**src/rtl/pwd_pkg.sv**
```systemverilog
// Shared types and default sizing for the keypad lock password store.
// Includes the state encoding used when PWD_STORE_CONFIRM_EN adds a confirm pass.
package pwd_pkg;

  typedef enum logic [1:0] {
    IDLE    = 2'd0,
    ENTRY   = 2'd1,
    CONFIRM = 2'd2
  } pwd_state_e;

  localparam int DIGIT_W_DEF = 2;
  localparam int MAX_LEN_DEF = 8;
  localparam int MIN_LEN_DEF = 1;
  localparam int DEF_LEN_DEF = 4;

endpackage

```
**src/rtl/pwd_shadow_buf.sv**
```systemverilog
// Shadow digit buffer for an edit session. It holds the digits, the write pointer and the sticky overflow flag.
// With PWD_STORE_CONFIRM_EN it also provides a compare-and-advance port for the confirm pass.
module pwd_shadow_buf
  import pwd_pkg::*;
#(
  parameter int DIGIT_W = DIGIT_W_DEF,
  parameter int MAX_LEN = MAX_LEN_DEF,
  parameter int LEN_W   = $clog2(MAX_LEN + 1)
) (
`ifdef PWD_STORE_CONFIRM_EN
  input  logic                             adv_en,
  output logic                             cmp_eq,
`endif
  input  logic                             clk,
  input  logic                             rst,
  input  logic                             clr,
  input  logic                             wr_en,
  input  logic [DIGIT_W-1:0]               wr_data,
  output logic [LEN_W-1:0]                 cnt,
  output logic                             ovf,
  output logic [MAX_LEN-1:0][DIGIT_W-1:0]  shadow
);

  logic [MAX_LEN-1:0][DIGIT_W-1:0] shadow_q, shadow_d;
  logic [LEN_W-1:0]                cnt_q, cnt_d;
  logic                            ovf_q, ovf_d;
  logic                            full;

  assign full = (cnt_q >= LEN_W'(MAX_LEN));

  // The pointer saturates at MAX_LEN; any further digit only raises the overflow flag.
  always_comb begin
    shadow_d = shadow_q;
    cnt_d    = cnt_q;
    ovf_d    = ovf_q;
    if (clr) begin
      cnt_d = '0;
      ovf_d = 1'b0;
    end else if (wr_en) begin
      if (full) begin
        ovf_d = 1'b1;
      end else begin
        for (int i = 0; i < MAX_LEN; i++) begin
          if (cnt_q == LEN_W'(i)) shadow_d[i] = wr_data;
        end
        cnt_d = cnt_q + LEN_W'(1);
      end
    end
`ifdef PWD_STORE_CONFIRM_EN
    else if (adv_en) begin
      if (full) ovf_d = 1'b1;
      else      cnt_d = cnt_q + LEN_W'(1);
    end
`endif
  end

`ifdef PWD_STORE_CONFIRM_EN
  always_comb begin
    cmp_eq = 1'b0;
    for (int i = 0; i < MAX_LEN; i++) begin
      if (cnt_q == LEN_W'(i) && shadow_q[i] == wr_data) cmp_eq = 1'b1;
    end
  end
`endif

  always_ff @(posedge clk) begin
    if (rst) begin
      shadow_q <= '0;
      cnt_q    <= '0;
      ovf_q    <= 1'b0;
    end else begin
      shadow_q <= shadow_d;
      cnt_q    <= cnt_d;
      ovf_q    <= ovf_d;
    end
  end

  assign cnt    = cnt_q;
  assign ovf    = ovf_q;
  assign shadow = shadow_q;

endmodule

```
**src/rtl/pwd_store.sv**
```systemverilog
// Active password store with its edit-session FSM. A new password replaces the old one atomically only on a valid commit.
// Defining PWD_STORE_CONFIRM_EN requires the new password to be typed a second time before it is installed.
module pwd_store
  import pwd_pkg::*;
#(
  parameter int DIGIT_W = DIGIT_W_DEF,
  parameter int MAX_LEN = MAX_LEN_DEF,
  parameter int MIN_LEN = MIN_LEN_DEF,
  parameter int DEF_LEN = DEF_LEN_DEF,
  parameter int LEN_W   = $clog2(MAX_LEN + 1)
) (
  input  logic               clk,
  input  logic               rst,
  input  logic               unlocked,
  input  logic               edit_start,
  input  logic               key_valid,
  input  logic [DIGIT_W-1:0] key_data,
  input  logic               edit_commit,
  input  logic               edit_abort,
  input  logic [LEN_W-1:0]   rd_idx,
  output logic [DIGIT_W-1:0] rd_digit,
  output logic [LEN_W-1:0]   pwd_len,
  output logic               editing,
  output logic [LEN_W-1:0]   entry_cnt,
  output logic               commit_ok,
  output logic               commit_err
);

  typedef logic [MAX_LEN-1:0][DIGIT_W-1:0] digits_t;

  pwd_state_e       state_q, state_d;
  digits_t          active_q, active_d;
  logic [LEN_W-1:0] len_q, len_d;
  logic             ok_q, ok_d;
  logic             err_q, err_d;
  logic             session_drop;
  logic             buf_clr, buf_wr, buf_ovf;
  logic [LEN_W-1:0] buf_cnt;
  digits_t          buf_shadow;
`ifdef PWD_STORE_CONFIRM_EN
  logic             buf_adv, buf_eq;
  logic             mismatch_q, mismatch_d;
  logic [LEN_W-1:0] first_len_q, first_len_d;
`endif

  function automatic digits_t keep_first(input digits_t src, input logic [LEN_W-1:0] n);
    digits_t res;
    for (int i = 0; i < MAX_LEN; i++) res[i] = (LEN_W'(i) < n) ? src[i] : '0;
    return res;
  endfunction

  assign session_drop = edit_abort || !unlocked;

  pwd_shadow_buf #(.DIGIT_W(DIGIT_W), .MAX_LEN(MAX_LEN), .LEN_W(LEN_W)) u_shadow (
`ifdef PWD_STORE_CONFIRM_EN
    .adv_en  (buf_adv),
    .cmp_eq  (buf_eq),
`endif
    .clk     (clk),
    .rst     (rst),
    .clr     (buf_clr),
    .wr_en   (buf_wr),
    .wr_data (key_data),
    .cnt     (buf_cnt),
    .ovf     (buf_ovf),
    .shadow  (buf_shadow)
  );

  always_ff @(posedge clk) begin
    if (rst) begin
      state_q  <= IDLE;
      active_q <= '0;
      len_q    <= LEN_W'(DEF_LEN);
      ok_q     <= 1'b0;
      err_q    <= 1'b0;
`ifdef PWD_STORE_CONFIRM_EN
      mismatch_q  <= 1'b0;
      first_len_q <= '0;
`endif
    end else begin
      state_q  <= state_d;
      active_q <= active_d;
      len_q    <= len_d;
      ok_q     <= ok_d;
      err_q    <= err_d;
`ifdef PWD_STORE_CONFIRM_EN
      mismatch_q  <= mismatch_d;
      first_len_q <= first_len_d;
`endif
    end
  end

  // Abort or lock-drop outranks commit, and commit outranks a same-cycle key.
  always_comb begin
    state_d  = state_q;
    active_d = active_q;
    len_d    = len_q;
    ok_d     = 1'b0;
    err_d    = 1'b0;
    buf_clr  = 1'b0;
    buf_wr   = 1'b0;
`ifdef PWD_STORE_CONFIRM_EN
    buf_adv     = 1'b0;
    mismatch_d  = mismatch_q;
    first_len_d = first_len_q;
`endif
    case (state_q)
      IDLE: begin
        if (edit_start && unlocked) begin
          state_d = ENTRY;
          buf_clr = 1'b1;
        end
      end
      ENTRY: begin
        if (session_drop) begin
          state_d = IDLE;
        end else if (edit_commit) begin
          if (!buf_ovf && buf_cnt >= LEN_W'(MIN_LEN)) begin
`ifdef PWD_STORE_CONFIRM_EN
            state_d     = CONFIRM;
            buf_clr     = 1'b1;
            first_len_d = buf_cnt;
            mismatch_d  = 1'b0;
`else
            state_d  = IDLE;
            active_d = keep_first(buf_shadow, buf_cnt);
            len_d    = buf_cnt;
            ok_d     = 1'b1;
`endif
          end else begin
            state_d = IDLE;
            err_d   = 1'b1;
          end
        end else if (key_valid) begin
          buf_wr = 1'b1;
        end
      end
      CONFIRM: begin
`ifdef PWD_STORE_CONFIRM_EN
        if (session_drop) begin
          state_d = IDLE;
        end else if (edit_commit) begin
          state_d = IDLE;
          if (buf_cnt == first_len_q && !mismatch_q) begin
            active_d = keep_first(buf_shadow, first_len_q);
            len_d    = first_len_q;
            ok_d     = 1'b1;
          end else begin
            err_d = 1'b1;
          end
        end else if (key_valid) begin
          buf_adv = 1'b1;
          if (buf_cnt >= first_len_q || !buf_eq) mismatch_d = 1'b1;
        end
`else
        state_d = IDLE;
`endif
      end
      default: state_d = IDLE;
    endcase
  end

  always_comb begin
    rd_digit = '0;
    for (int i = 0; i < MAX_LEN; i++) begin
      if (rd_idx == LEN_W'(i)) rd_digit = active_q[i];
    end
    pwd_len    = len_q;
    editing    = (state_q != IDLE);
    entry_cnt  = buf_cnt;
    commit_ok  = ok_q;
    commit_err = err_q;
  end

endmodule
```
**config.mk**
```make
export PLATFORM = sky130hd
export DESIGN_NAME = pwd_store
export DESIGN_NICKNAME = d
export VERILOG_FILES = /design/src/rtl/pwd_pkg.sv /design/src/rtl/pwd_shadow_buf.sv /design/src/rtl/pwd_store.sv
export SDC_FILE = /design/constraint.sdc
export NUM_CORES = 1
export LEC_CHECK = 0
export CORE_UTILIZATION = 40
export DETAILED_ROUTE_END_ITERATION = 6
export GPL_TIMING_DRIVEN = 1
export PLACE_DENSITY = 0.59
export SETUP_SLACK_MARGIN = 0.4
export SLEW_MARGIN = 10
export SYNTH_ARGS = -nofsm -noshare
export SYNTH_HDL_FRONTEND = slang
export SYNTH_SLANG_ARGS = --single-unit
export TNS_END_PERCENT = 50
```
**constraint.sdc**
```tcl
create_clock -name clk -period 1.7 [get_ports clk]
set_input_delay 0.255 -clock clk [delete_from_list [all_inputs] [get_ports clk]]
set_output_delay 0.255 -clock clk [all_outputs]
set_load 0.01 [all_outputs]
```
== Yosys cells after proc, flatten, opt, wreduce, memory -nomap -nowiden ==
Cells that the tools add are included.

* Logic and storage cells: 106
* Memories: 0
* Output and inout port bits: 13
* Bits of input ports: 13
* Bits in writable memories: 0
* Bits in read-only memories: 0
* Register bits: 45
* Bits in latches: 0

* Shift-type cells: 0
* Bitwise gates (word level): 5
* $mul: 0
* Mux-type cells: 28
* Add/subtract/negate cells: 1
* Equal/unequal tests: 17
* Divide/modulo/power cells: 0
* Reductions and logical operators: 23
* $lt $le $gt $ge: 10

{| class="wikitable"
|+ Operators by type and width
! operator !! count
|-
| 2-bit two-way mux || 19
|-
| 4-bit AND reduction || 9
|-
| 4-bit by 3-bit equality test with 1-bit output (second input constant) || 8
|-
| 4-bit by 2-bit equality test with 1-bit output (second input constant) || 4
|-
| 3-bit by 4-bit less-than comparator with 1-bit output (first input constant) || 4
|-
| 4-bit by 1-bit equality test with 1-bit output (second input constant) || 2
|-
| 4-bit logical NOT || 2
|-
| 1-bit by 4-bit less-than comparator with 1-bit output (first input constant) || 2
|-
| 2-bit by 4-bit less-than comparator with 1-bit output (first input constant) || 2
|-
| 1-bit two-way mux || 8
|-
| 2-bit AND reduction || 3
|-
| 1-bit NOT || 5
|-
| 4-bit by 1-bit adder with 4-bit output (second input constant) || 1
|-
| 4-bit by 1-bit >= comparator with 1-bit output (second input constant) || 1
|-
| 4-bit >= comparator (second input constant) || 1
|-
| 2-bit one-hot mux with 2 select lines || 1
|-
| 4-bit OR reduction || 1
|-
| 3-bit != test (second input constant) || 1
|-
| 2-bit by 1-bit equality test with 1-bit output (second input constant) || 1
|-
| 1-bit logical AND || 2
|-
| 1-bit logical NOT || 2
|-
| 2-bit logical NOT || 1
|-
| 2-bit != test (second input constant) || 1
|-
| 2-bit nonzero test || 1
|-
| 2 further kinds || 2
|}

== Depth between registers and ports, before layout ==
Gate-level depths: netlist (run 1).

* Depth after elaboration: 9
* Mapped depth: 6
* Mapped depth without buffers: 6

== By module ==
Synthesis (run 1) repeated with hierarchy kept, for this count alone.

* Cells, all modules: 203
* Area total of the unflattened synthesis: 2062.0 um2

{| class="wikitable"
|+ Modules (own cells, without submodules)
! module !! area an instance (um2) !! times used !! cells each
|-
| pwd_store || 1144.8 || 1 || 114
|-
| pwd_shadow_buf || 917.1 || 1 || 89
|}

== Least setup slack after synthesis (run 1) ==
Ideal clock, no wire load.

* Path type: reg-to-reg
* Start: register u_shadow.cnt_q[0], in the netlist u_shadow.cnt[0]
* End: register u_shadow.shadow_q, in the netlist u_shadow.shadow[1]
* Setup time: 128 ps
* Path slack: 47 ps
* Data arrival time: 1526 ps
* Data required time: 1572 ps
* Cell stages (with the launch flop): 7
* Path buffers: 0
* Path through: dfxtp_1 > inv_1 > ha_1 > or3b_1 > nor3_2 > mux2i_1 > nor2_1

* Longest elaborated chain between the ends: 3
* Elaborated cells on any way between the ends: 4
* Classes of those cells: order compare (1); bitwise (1); reduce/logical (2)

{| class="wikitable"
|+ Ends and longest elaborated chain
! what !! RTL line !! RTL
|-
| start: declaration || pwd_shadow_buf.sv:25 || <nowiki>logic [LEN_W-1:0] cnt_q, cnt_d;</nowiki>
|-
| start signal: assignment || pwd_shadow_buf.sv:73 || <nowiki>cnt_q <= cnt_d;</nowiki>
|-
| 4-bit >= comparator || pwd_shadow_buf.sv:29 || <nowiki>assign full = (cnt_q >= LEN_W'(MAX_LEN));</nowiki>
|-
| 1-bit NOT (no line) || n/a ||
|-
| 4-bit AND reduction (no line) (*) || n/a ||
|-
| end signal: assignment || pwd_shadow_buf.sv:72 || <nowiki>shadow_q <= shadow_d;</nowiki>
|-
| end: declaration || pwd_shadow_buf.sv:24 || <nowiki>logic [MAX_LEN-1:0][DIGIT_W-1:0] shadow_q, shadow_d;</nowiki>
|}

Mark *: on every way between the ends. The rest lies on a longest branch, timed or not.
A chain may end at the register's enable or synchronous reset.

== Worst setup path in the final report (run 1) ==
* Start: register active_q[1] in the netlist's numbering
* End: output port rd_digit[1]

* Longest elaborated chain between the ends: 8

{| class="wikitable"
|+ Ends and longest elaborated chain
! what !! RTL line !! RTL
|-
| start: declaration || pwd_store.sv:32 || <nowiki>digits_t active_q, active_d;</nowiki>
|-
| start signal: assignment || pwd_store.sv:82 || <nowiki>active_q <= active_d;</nowiki>
|-
| 2-bit two-way mux (8 in series) || pwd_store.sv:166 || <nowiki>if (rd_idx == LEN_W'(i)) rd_digit = active_q[i];</nowiki>
|-
| end: declaration || pwd_store.sv:21 || <nowiki>output logic [DIGIT_W-1:0] rd_digit,</nowiki>
|}

Every way passes these cells.

==> metrics.md, run 1 <==
| Metric | Value |
|---|---|
| Number of I/O port buffers | 25 |
| Yosys synthesis warning count | 0 |
| Register bit count reported by yosys | 44 |
| Failing checks | negative setup slack |
| Starting density of the core | 41.52% |
| Crit-path max cell delay | 400 ps |
| CTS sink count | 44 |
| Static power due to leakage | 1.241 nW |
| Fill count | 417 |
| Vias | 1832 |
| Core area | 5075 um^2 |
| Top Family by Delay on Critical Path | simple AND/OR/NAND/NOR gates |
| Slew of the pin with the lowest slew margin | 444.1 ps |
| Highest Clock Rate | 562.2 MHz |
| Slowest library cell on the worst path | or4_1 |
| Share of cell area taken by muxes after synthesis | 16.27% |
| Data required time at the worst endpoint | 1440 ps |
| Period utilization | 104.6% |
| Critical path start-end classification | reg -> out |
| Final setup slack of the worst path | -78.88 ps |
| Post-placement cell area | 2625 um^2 |
| Via count of the first global-routing pass | 1855 |
| Unique cell type count in the Yosys netlist | 45 |
| Most frequently used flop master after synthesis | dfxtp_1 |
| Clock-pin slew of the registers on the worst-case setup and hold paths | 80 ps |
| Peak fanout along the critical path | 2 |
| Share of the synthesized area in the top cell type | 41.81% |
| Worst vdd rail ir drop | 0.5414 mV |
| Routed Wire Length | 5490 um |
| Total Die Area | 5561 um^2 |
| Antenna viol nets, final | 0 |
| Most area-consuming cells after synthesis | dfxtp_1, mux2i_1, nor2_1, nand2b_1, ha_1 |
| Final max-slew violation count | 0 |
| Setup repair after global routing missed its margin | yes |
| Worst hold slack after final layout | 456.9 ps |
| Commonest cells after routing, fill and taps aside | dfxtp_1, nor2_1, mux2i_1, buf_4, buf_6 |
| Total CTS buffers | 5 |
| Antenna violations before repair | 0 |
| Setup crit end kind | output pin |
| Via count normalized by instance count | 5.075 |
| Share of layout cells above drive strength 1 | 41.92% |
| Clock tree root buffer cell | clkbuf_8 |
| Length of the first detailed-routing pass in iterations | 4 |
| Area added between synthesis and finish | 56.77% |
| Result of the run | complete, but fails checks |
| Deepest level of the CTS H-tree | 2 |
| Buffer and inverter count on the worst path | 1 |
| Horizontal extent of the die | 74.58 um |
| Data arrival time of the critical path | 1520 ps |
| Finished layout cell area | 3303 um^2 |
| XOR/XNOR Fraction of Synth Area | 0.4157% |
| Minimum setup slack after placement | -682.4 ps |
| Congestion Overflow GR | 0 |
| Share of the yosys chip area belonging to registers | 41.81% |
| RD Place Congestion | 0.7123 |
| Final worst clock skew | 5.037 ps |
| Share of the synthesized area in compound gates (AO/OA/AOI/OAI) | 9.264% |
| Routed wire per std cell | 15.21 um |
| Drt initial violations | 67 |
| Async set-reset flop share out of synthesis | 0% |
| Simple-gate area share of the yosys netlist | 26.54% |
| CTS tree | done |
| Most common cell after layout, fill and taps aside | dfxtp_1 |
| Minimum clock period | 1779 ps |
| Series of cell instances along the critical path | mux2i_1 -> or4_1 -> o221a_2 -> o22ai_2 -> buf_2 |
| Later-pin clock latency in the skew report | 290 ps |
| Core Rows | 26 |
| Combinational family with the most area after synthesis | simple AND/OR/NAND/NOR gates |
| Worst rel slew slack | 70.33% |
| Average cell area after synthesis | 9.406 um^2 |
| Synth Net Count | 241 |
| Number of standard cells after synthesis | 224 |
| Path category of the worst min-delay check | in -> reg |
| Area leader, netlist | dfxtp_1 |
| Max-cap violations | 0 |
| Power density over cell area | 597.2 nW/um^2 |
| Startpoint type of the worst setup path | flip-flop |
| Number of top-level design ports | 26 |
| Vert. Die Dim | 74.58 um |
| Total global-route track usage | 21.14% |
| # DRC | 0 |
| Setup_tns | -78.88 ps |
| CTS max path bufs | 2 |
| Final setup violating endpoints | 1 |
| Number of synthesized flops with an enable pin | 0 |
| Cell area after synthesis | 2107 um^2 |
| ANT cells | 0 |
| First-pass GRT wire length | 8832 um |
| Nets | 307 |
| Adder-cell share of the synthesized area | 2.375% |
| Half-perimeter wire length after placement | 3373 um |
| Final Hold Viols | 0 |
| Pin count of the biggest net entering global routing | 20 |
## through the flow
| stage | std cells | util (%) | total power, W |
|---|---|---|---|
| finish | 361 | 65.09 | 0.001973 |
| floorplan | 224 | - | 0.001112 |
| global route | 361 | 65.09 | 0.002043 |
| global placement | 327 | 51.73 | 0.001187 |
| CTS | 356 | 62.18 | 0.001986 |
| detailed placement | 327 | 51.73 | 0.001188 |
## final timing paths
check / to / startpoint / slack (ps) / cells after the start
setup / recovery: rd_digit[1] / active_q[1] / -80 / 5
hold / removal: commit_err / edit_commit / 460 / 4
setup reg to reg: u_shadow.shadow[0] / u_shadow.cnt[0] / 150 / 6
hold reg to reg: active_q[4] / active_q[4] / 470 / 2
## area by class of cell
class,count,area [um^2],share of cell area [%]
Timing Repair Buffer,72,749.5,22.69
Clock buffer,6,72.57,2.197
Sequential cell,44,902.1,27.31
Inverter,3,16.27,0.4924
Tap cell,70,87.58,2.652
Multi-Input combinational cell,164,1440,43.60
Clock inverter,2,35.03,1.061
## where the power goes
part	switching, W	total [W]	leakage (nW)	internal, W
registers	0.00000133	0.00102	0.359	0.00102
clock network	0.000347	0.000784	0.0552	0.000436
logic	0.0000828	0.000164	0.827	0.0000812
total	0.000431	0.00197	1.24	0.00154
## cell usage after synthesis (3+ instances only)
master	count
inv_1	3
clkbuf_1	8
ha_1	4
a21oi_1	8
nand2_1	3
nand2b_1	9
dfxtp_1	44
nor3b_1	5
nand3_1	9
mux2i_1	32
nor2b_1	7
nor2_1	39
and2_1	5
nand4_1	4
o21ai_1	4
## logic make-up after synthesis
family | Yosys count
fa+ha+maj | 4
simple gates | 97
buf+inv | 16
mux | 34
compound gates | 28
flops | 44
xor+xnor | 1
## tightest hold or removal path: cells and delay by family
| kind | cells | cell delay (ps) |
|---|---|---|
| and+or+nand+nor | 2 | 190 |
| buffers and inverters | 2 | 250 |
## registers in the layout, indices dropped and copies added (netlist names)
name	flops
state_q	1
u_shadow.cnt	4
pwd_len	4
u_shadow.ovf	1
active_q	16
u_shadow.shadow	16
commit_err	1
commit_ok	1
## what timing repair did
item,4_1_cts,5_1_grt
gates resized for setup,106,18
setup endpoints to repair,52,40
pin swaps,29,29
setup buffers,19,4
hold buffers,0,0
gates cloned,2,1
## per-layer routing
metal | GRT usage (%) | vias to the layer above | wire [um]
met4 | 5.660 | 0 | 43
met3 | 4.336 | 4 | 153
met1 | 27.23 | 878 | 2590
li1 | - | 927 | -
met2 | 35.94 | 23 | 2703
met5 | 0 | - | 0
(Power assumes the default switching activity.)
==> run 2, diff against run 1 <==
- ABC_AREA: not set -> 0
==> results of run 2 <==
Same layout as run 1: the final DEF is identical, and so are final timing and power.
==> RTL edit 1, RTL diff (settings of run 1) <==
Change the package constant `DIGIT_W_DEF` from 2 to 4.
--- a/src/rtl/pwd_pkg.sv
+++ b/src/rtl/pwd_pkg.sv
@@ -10,3 +10,3 @@
 
-  localparam int DIGIT_W_DEF = 2;
+  localparam int DIGIT_W_DEF = 4;
   localparam int MAX_LEN_DEF = 8;
Interface: changed (resized key_data and rd_digit); port bits go from 26 to 30. No check against the original RTL was run, so the function may have changed too.
==> RTL edit 1 against run 1 <==
- the flow still finishes with violations (negative setup slack)
- critical endpoint is now rd_digit[2]
- non-clock buffer count rose by 20
- utilization fell by 3.2 points
- sequential cell count rose by 32
- setup slack improved by 0.018 ns
- clock skew rose by 0.0052 ns
- hold slack got worse by 0.063 ns
- sequential share of layout area rose by 4.9 points
- cell area rose by 46%
- wire length rose by 76%
- via count rose by 57%
- total power rose by 79%
- area after synthesis rose by 54%
- largest power group unchanged
- count of clock-buffer cells in the layout rose by 5
- combinational power rose by 29%
==> RTL edit 1: results (changes against run 1) <==
stage;metric;value;unit;change
timing;final setup fails;2;;+1
clock_tree;Max clock buf depth;2;;unchanged
detailed_routing;DR WL met2;4610;µm;+71%
global_route;vias in the first global route;2822;;+52%
pwr;Leak Pwr;1.85;nW;+49%
min_path;Hold EP;active_q[6]$_SDFFE_PP0P_;;
global_route;grt met3 use;5.39;%;+1.1 points
synthesis;Mapped Nets;350;;+45%
clock_tree;H-tree Lvls;3;;+1
cells_and_area;Fillers;639;;+53%
global_route;GRT met2 Usage;37.6;%;+1.6 points
pwr;Peak VDD IR;405;µV;-25%
pwr;Switching Fraction;23.8;%;+1.9 points
global_route;first-pass GRT wire length;14700;µm;+67%
min_path;number of cells on the worst hold path;3;;-1
detailed_routing;Top Layer Used;met5;;
min_path;min-delay worst type;primary input to register;;
placed_design;DP Area;0.00391;mm²;+49%
placed_design;hpwl dp;5730;µm;+70%
detailed_routing;initial DRC count;189;;+180%
setup_path;CP endpoint;rd_digit[2];;
global_route;initial antenna violation count;1;;+1
setup_path;Worst path max stage delay;0.46;ns;+0.06 ns
setup_path;origin of the critical flop-to-flop path;u_shadow.cnt[1]$_SDFFE_PP0P_;;
setup_path;r2r setup slk;0.07;ns;-0.08 ns
timing;Setup Skew;0.0102;ns;+0.00519 ns
timing;Worst slew margin;72.4;%;+2.1 points
setup_path;Slowest-stage cell, CP;mux4_2;;
synthesis;count of cell types in the netlist;39;;-13%
detailed_routing;drt total wl;9680;µm;+76%
status;status;finished, violations left;;
clock_tree;worst skew pair latency;0.36;ns;+0.07 ns
cells_and_area;layout net count;438;;+43%
global_route;GRT met1 Usage;28.8;%;+1.6 points
status;failing checks;negative setup slack;;
global_route;GRT Total Usage;23.1;%;+1.9 points
timing;final worst slack;-0.0606;ns;+0.0183 ns
placed_design;pre-CTS WS;-0.684;ns;-0.00169 ns
clock_tree;CTS Buf Count;9;;+4
synthesis;register area share after synthesis;46.8;%;+5.0 points
detailed_routing;1st-pass router iterations;5;;+1
placed_design;Final Wtd Congestion;0.809;;+14%
pwr;combinational power share;6.0;%;-2.3 points
pwr;Pwr Total;3.53;mW;+79%
detailed_routing;DR WL met3;335;µm;+120%
detailed_routing;M1 wire length;4390;µm;+69%
setup_path;reg-to-reg critical path endpoint;active_q[16]$_SDFFE_PP0P_;;
synthesis;most instantiated cells after synthesis;76 x dfxtp_1, 33 x nor2_1, 27 x mux2i_1, 25 x a21oi_1, 23 x nand2_1;;
setup_path;CP top delay family;multiplexers;;
global_route;largest net degree at the start of global routing;65;;+230%
pwr;clk pwr;1.55;mW;+98%
synthesis;Synth area leaders;dfxtp_1 47%, mux2i_1 8.3%, a22o_1 4.9%;;
min_path;Worst Hold Launch;rst;;
==> RTL edit 1: area by class of cell <==
type / instances / share of cell area [%]
multi-input cells: 237 / 41.8
well taps: 102 / 2.64
clock buffers: 11 / 3.36
inverters: 3 / 0.336
flip-flops and latches: 76 / 32.2
clock inverters: 5 / 1.32
repair buffers: 92 / 18.3
==> RTL edit 1: cell families (layout without fill, tap and decap cells) <==
kind of cell	Yosys count	count (layout)	synth area share, %
buffers and inverters	21	111	3.16
XOR/XNOR	1	1	0.270
AND/OR/NAND/NOR	134	137	24.5
multiplexers	33	33	11.8
adder cells (fa/ha/maj)	4	4	1.54
flip-flops	76	76	46.8
AO/OA/AOI/OAI	62	62	11.9
==> RTL edit 1: through the flow <==
step | utilization [%] | std cells | hold slack, ns
global route | 61.9 | 526 | 0.399
CTS | 58.2 | 517 | 0.360
floorplan | - | 331 | 0.399
detailed placement | 50.1 | 476 | 0.449
finish | 61.9 | 526 | 0.394
global placement | 50.1 | 476 | 0.445
==> RTL edit 2, RTL diff (settings of run 1) <==
Made on the original files. Re-encode `pwd_state_e` (3 states) as one-hot, 3 bits wide.
--- a/src/rtl/pwd_pkg.sv
+++ b/src/rtl/pwd_pkg.sv
@@ -4,6 +4,6 @@
 
-  typedef enum logic [1:0] {
-    IDLE    = 2'd0,
-    ENTRY   = 2'd1,
-    CONFIRM = 2'd2
+  typedef enum logic [2:0] {
+    IDLE    = 3'b001,
+    ENTRY   = 3'b010,
+    CONFIRM = 3'b100
   } pwd_state_e;
Behaviour: no difference found for any inputs over 4 cycles, from zero or initial values and one cycle with rst high; so few cycles prove little.
==> RTL edit 2 against run 1 <==
- the flow still finishes with violations (negative setup slack)
- highest routed layer unchanged
- sequential cell count rose by 1
- register-to-register slack got worse by 0.03 ns
- cell area rose by 2.5%
- area after synthesis fell by 3.1%
- setup slack improved by 0.073 ns
- maximum frequency rose by 4.3%
- sequential share of layout area rose by 0.083 points
- wire length rose by 11%
- synthesized cell count rose by 0.45%
- total power fell by 8.7%
- critical endpoint is now rd_digit[0]
==> RTL edit 2: results (changes against run 1) <==
stage;metric;value;unit;change
status;status;finished, violations left;;
status;failing checks;negative setup slack;;
detailed_routing;via/cell ratio;5.24;;+3.2%
placed_design;hpwl dp;3430;µm;+1.7%
setup_path;CP top delay family;multiplexers;;
setup_path;Slowest-stage cell, CP;mux4_2;;
setup_path;CP Launch Point;active_q[14]$_SDFFE_PP0P_;;
synthesis;mux contribution to synthesized area;12.6;%;-3.6 points
synthesis;Synth area leaders;dfxtp_1 44%, mux2i_1 9.3%, nand2_1 5.7%;;
pwr;Leak Pwr;1.33;nW;+6.9%
min_path;Worst Hold Launch;active_q[14]$_SDFFE_PP0P_;;
timing;worst slew pin tran;0.466;ns;+0.0223 ns
setup_path;r2r setup slk;0.12;ns;-0.03 ns
min_path;Hold EP;active_q[14]$_SDFFE_PP0P_;;
timing;final setup fails;1;;unchanged
setup_path;reg-to-reg critical path endpoint;u_shadow.shadow[5]$_SDFFE_PP0P_;;
synthesis;count of cell types in the netlist;38;;-16%
timing;Setup Skew;0.00500;ns;-0.0000352 ns
synthesis;most instantiated cells after synthesis;45 x dfxtp_1, 31 x nand2_1, 22 x a21oi_1, 19 x mux2i_1, 16 x nand3_1;;
detailed_routing;initial DRC count;91;;+36%
global_route;largest net degree at the start of global routing;23;;+15%
setup_path;critical path data arrival time;1.45;ns;-0.07 ns
timing;final worst slack;-0.00603;ns;+0.0728 ns
global_route;GRT Total Usage;22.7;%;+1.5 points
placed_design;DP Area;0.00259;mm²;-1.4%
synthesis;Avg Inst Size Synth;9.07;µm²;-3.6%
synthesis;Mapped Nets;242;;+0.41%
timing;setup_tns;-0.00603;ns;+0.0728 ns
## RTL edit 2: cell count changes in the layout (fill, tap and decap cells not counted), moves of 6 or more
cell / delta
nor2_1: -26
a21oi_2: +11
nand3_2: +6
buf_4: +8
nand2_1: +10
nand2_2: +17
nand2b_1: +8
mux2i_1: -12
## RTL edit 2: cell families (layout without fill, tap and decap cells)
kind of cell    count (synthesis)  in the layout
fa+ha+maj                       4              4
simple gates                  100            103
mux                            22             22
buf+inv                        19             94
compound gates                 34             34
flops                          45             45
xor+xnor                        1              1
## RTL edit 2: timing repair
action	4_1_cts	5_1_grt
gates cloned	4	2
setup endpoints to repair	56	49
resized for setup	105	56
setup buffers	13	12
pin swaps	57	56
## RTL edit 2: worst min-delay path, stage by stage, from the launching register on
cell	delay, ns
dfxtp_2	0.32
nand2_1	0.05
a21oi_1	0.05
## RTL edit 2: worst max path at each step
stage / cells past startpoint / end / slack (ns)
after global placement: 6 / rd_digit[1] / -0.59
after floorplan: 7 / u_shadow.shadow[0]$_SDFFE_PP0P_ / 0.07
after detailed placement: 6 / rd_digit[0] / -0.58
after CTS: 4 / rd_digit[0] / -0.02
after global routing: 4 / rd_digit[0] / -0.09
final: 4 / rd_digit[0] / -0.006
## RTL edit 2: power by group through the flow
stage	combinational, mW	sequential, mW	clock (mW)
6_report	0.135	1.05	0.616
5_1_grt	0.144	1.05	0.675
4_1_cts	0.127	1.05	0.634
3_5_place_dp	0.121	1.08	0
3_3_place_gp	0.120	1.08	0
2_1_floorplan	0.0460	1.08	0
## RTL edit 2: area by class of cell
class                   instances  area (µm²)
clock buffers                   5        68.8
repair buffers                 82         795
inverters                       6        30.0
fillers                       394        1430
flip-flops and latches         45         927
multi-input cells             164        1480
well taps                      67        83.8
clock inverters                 1        5.00
## RTL edit 2: per-layer routing
layer	vias up	global-route usage, %	wire (µm)
li1	955	-	-
met1	932	28.1	2630
met2	33	39.0	3100
met3	17	4.25	187
met4	0	8.55	152
met5	-	0	0
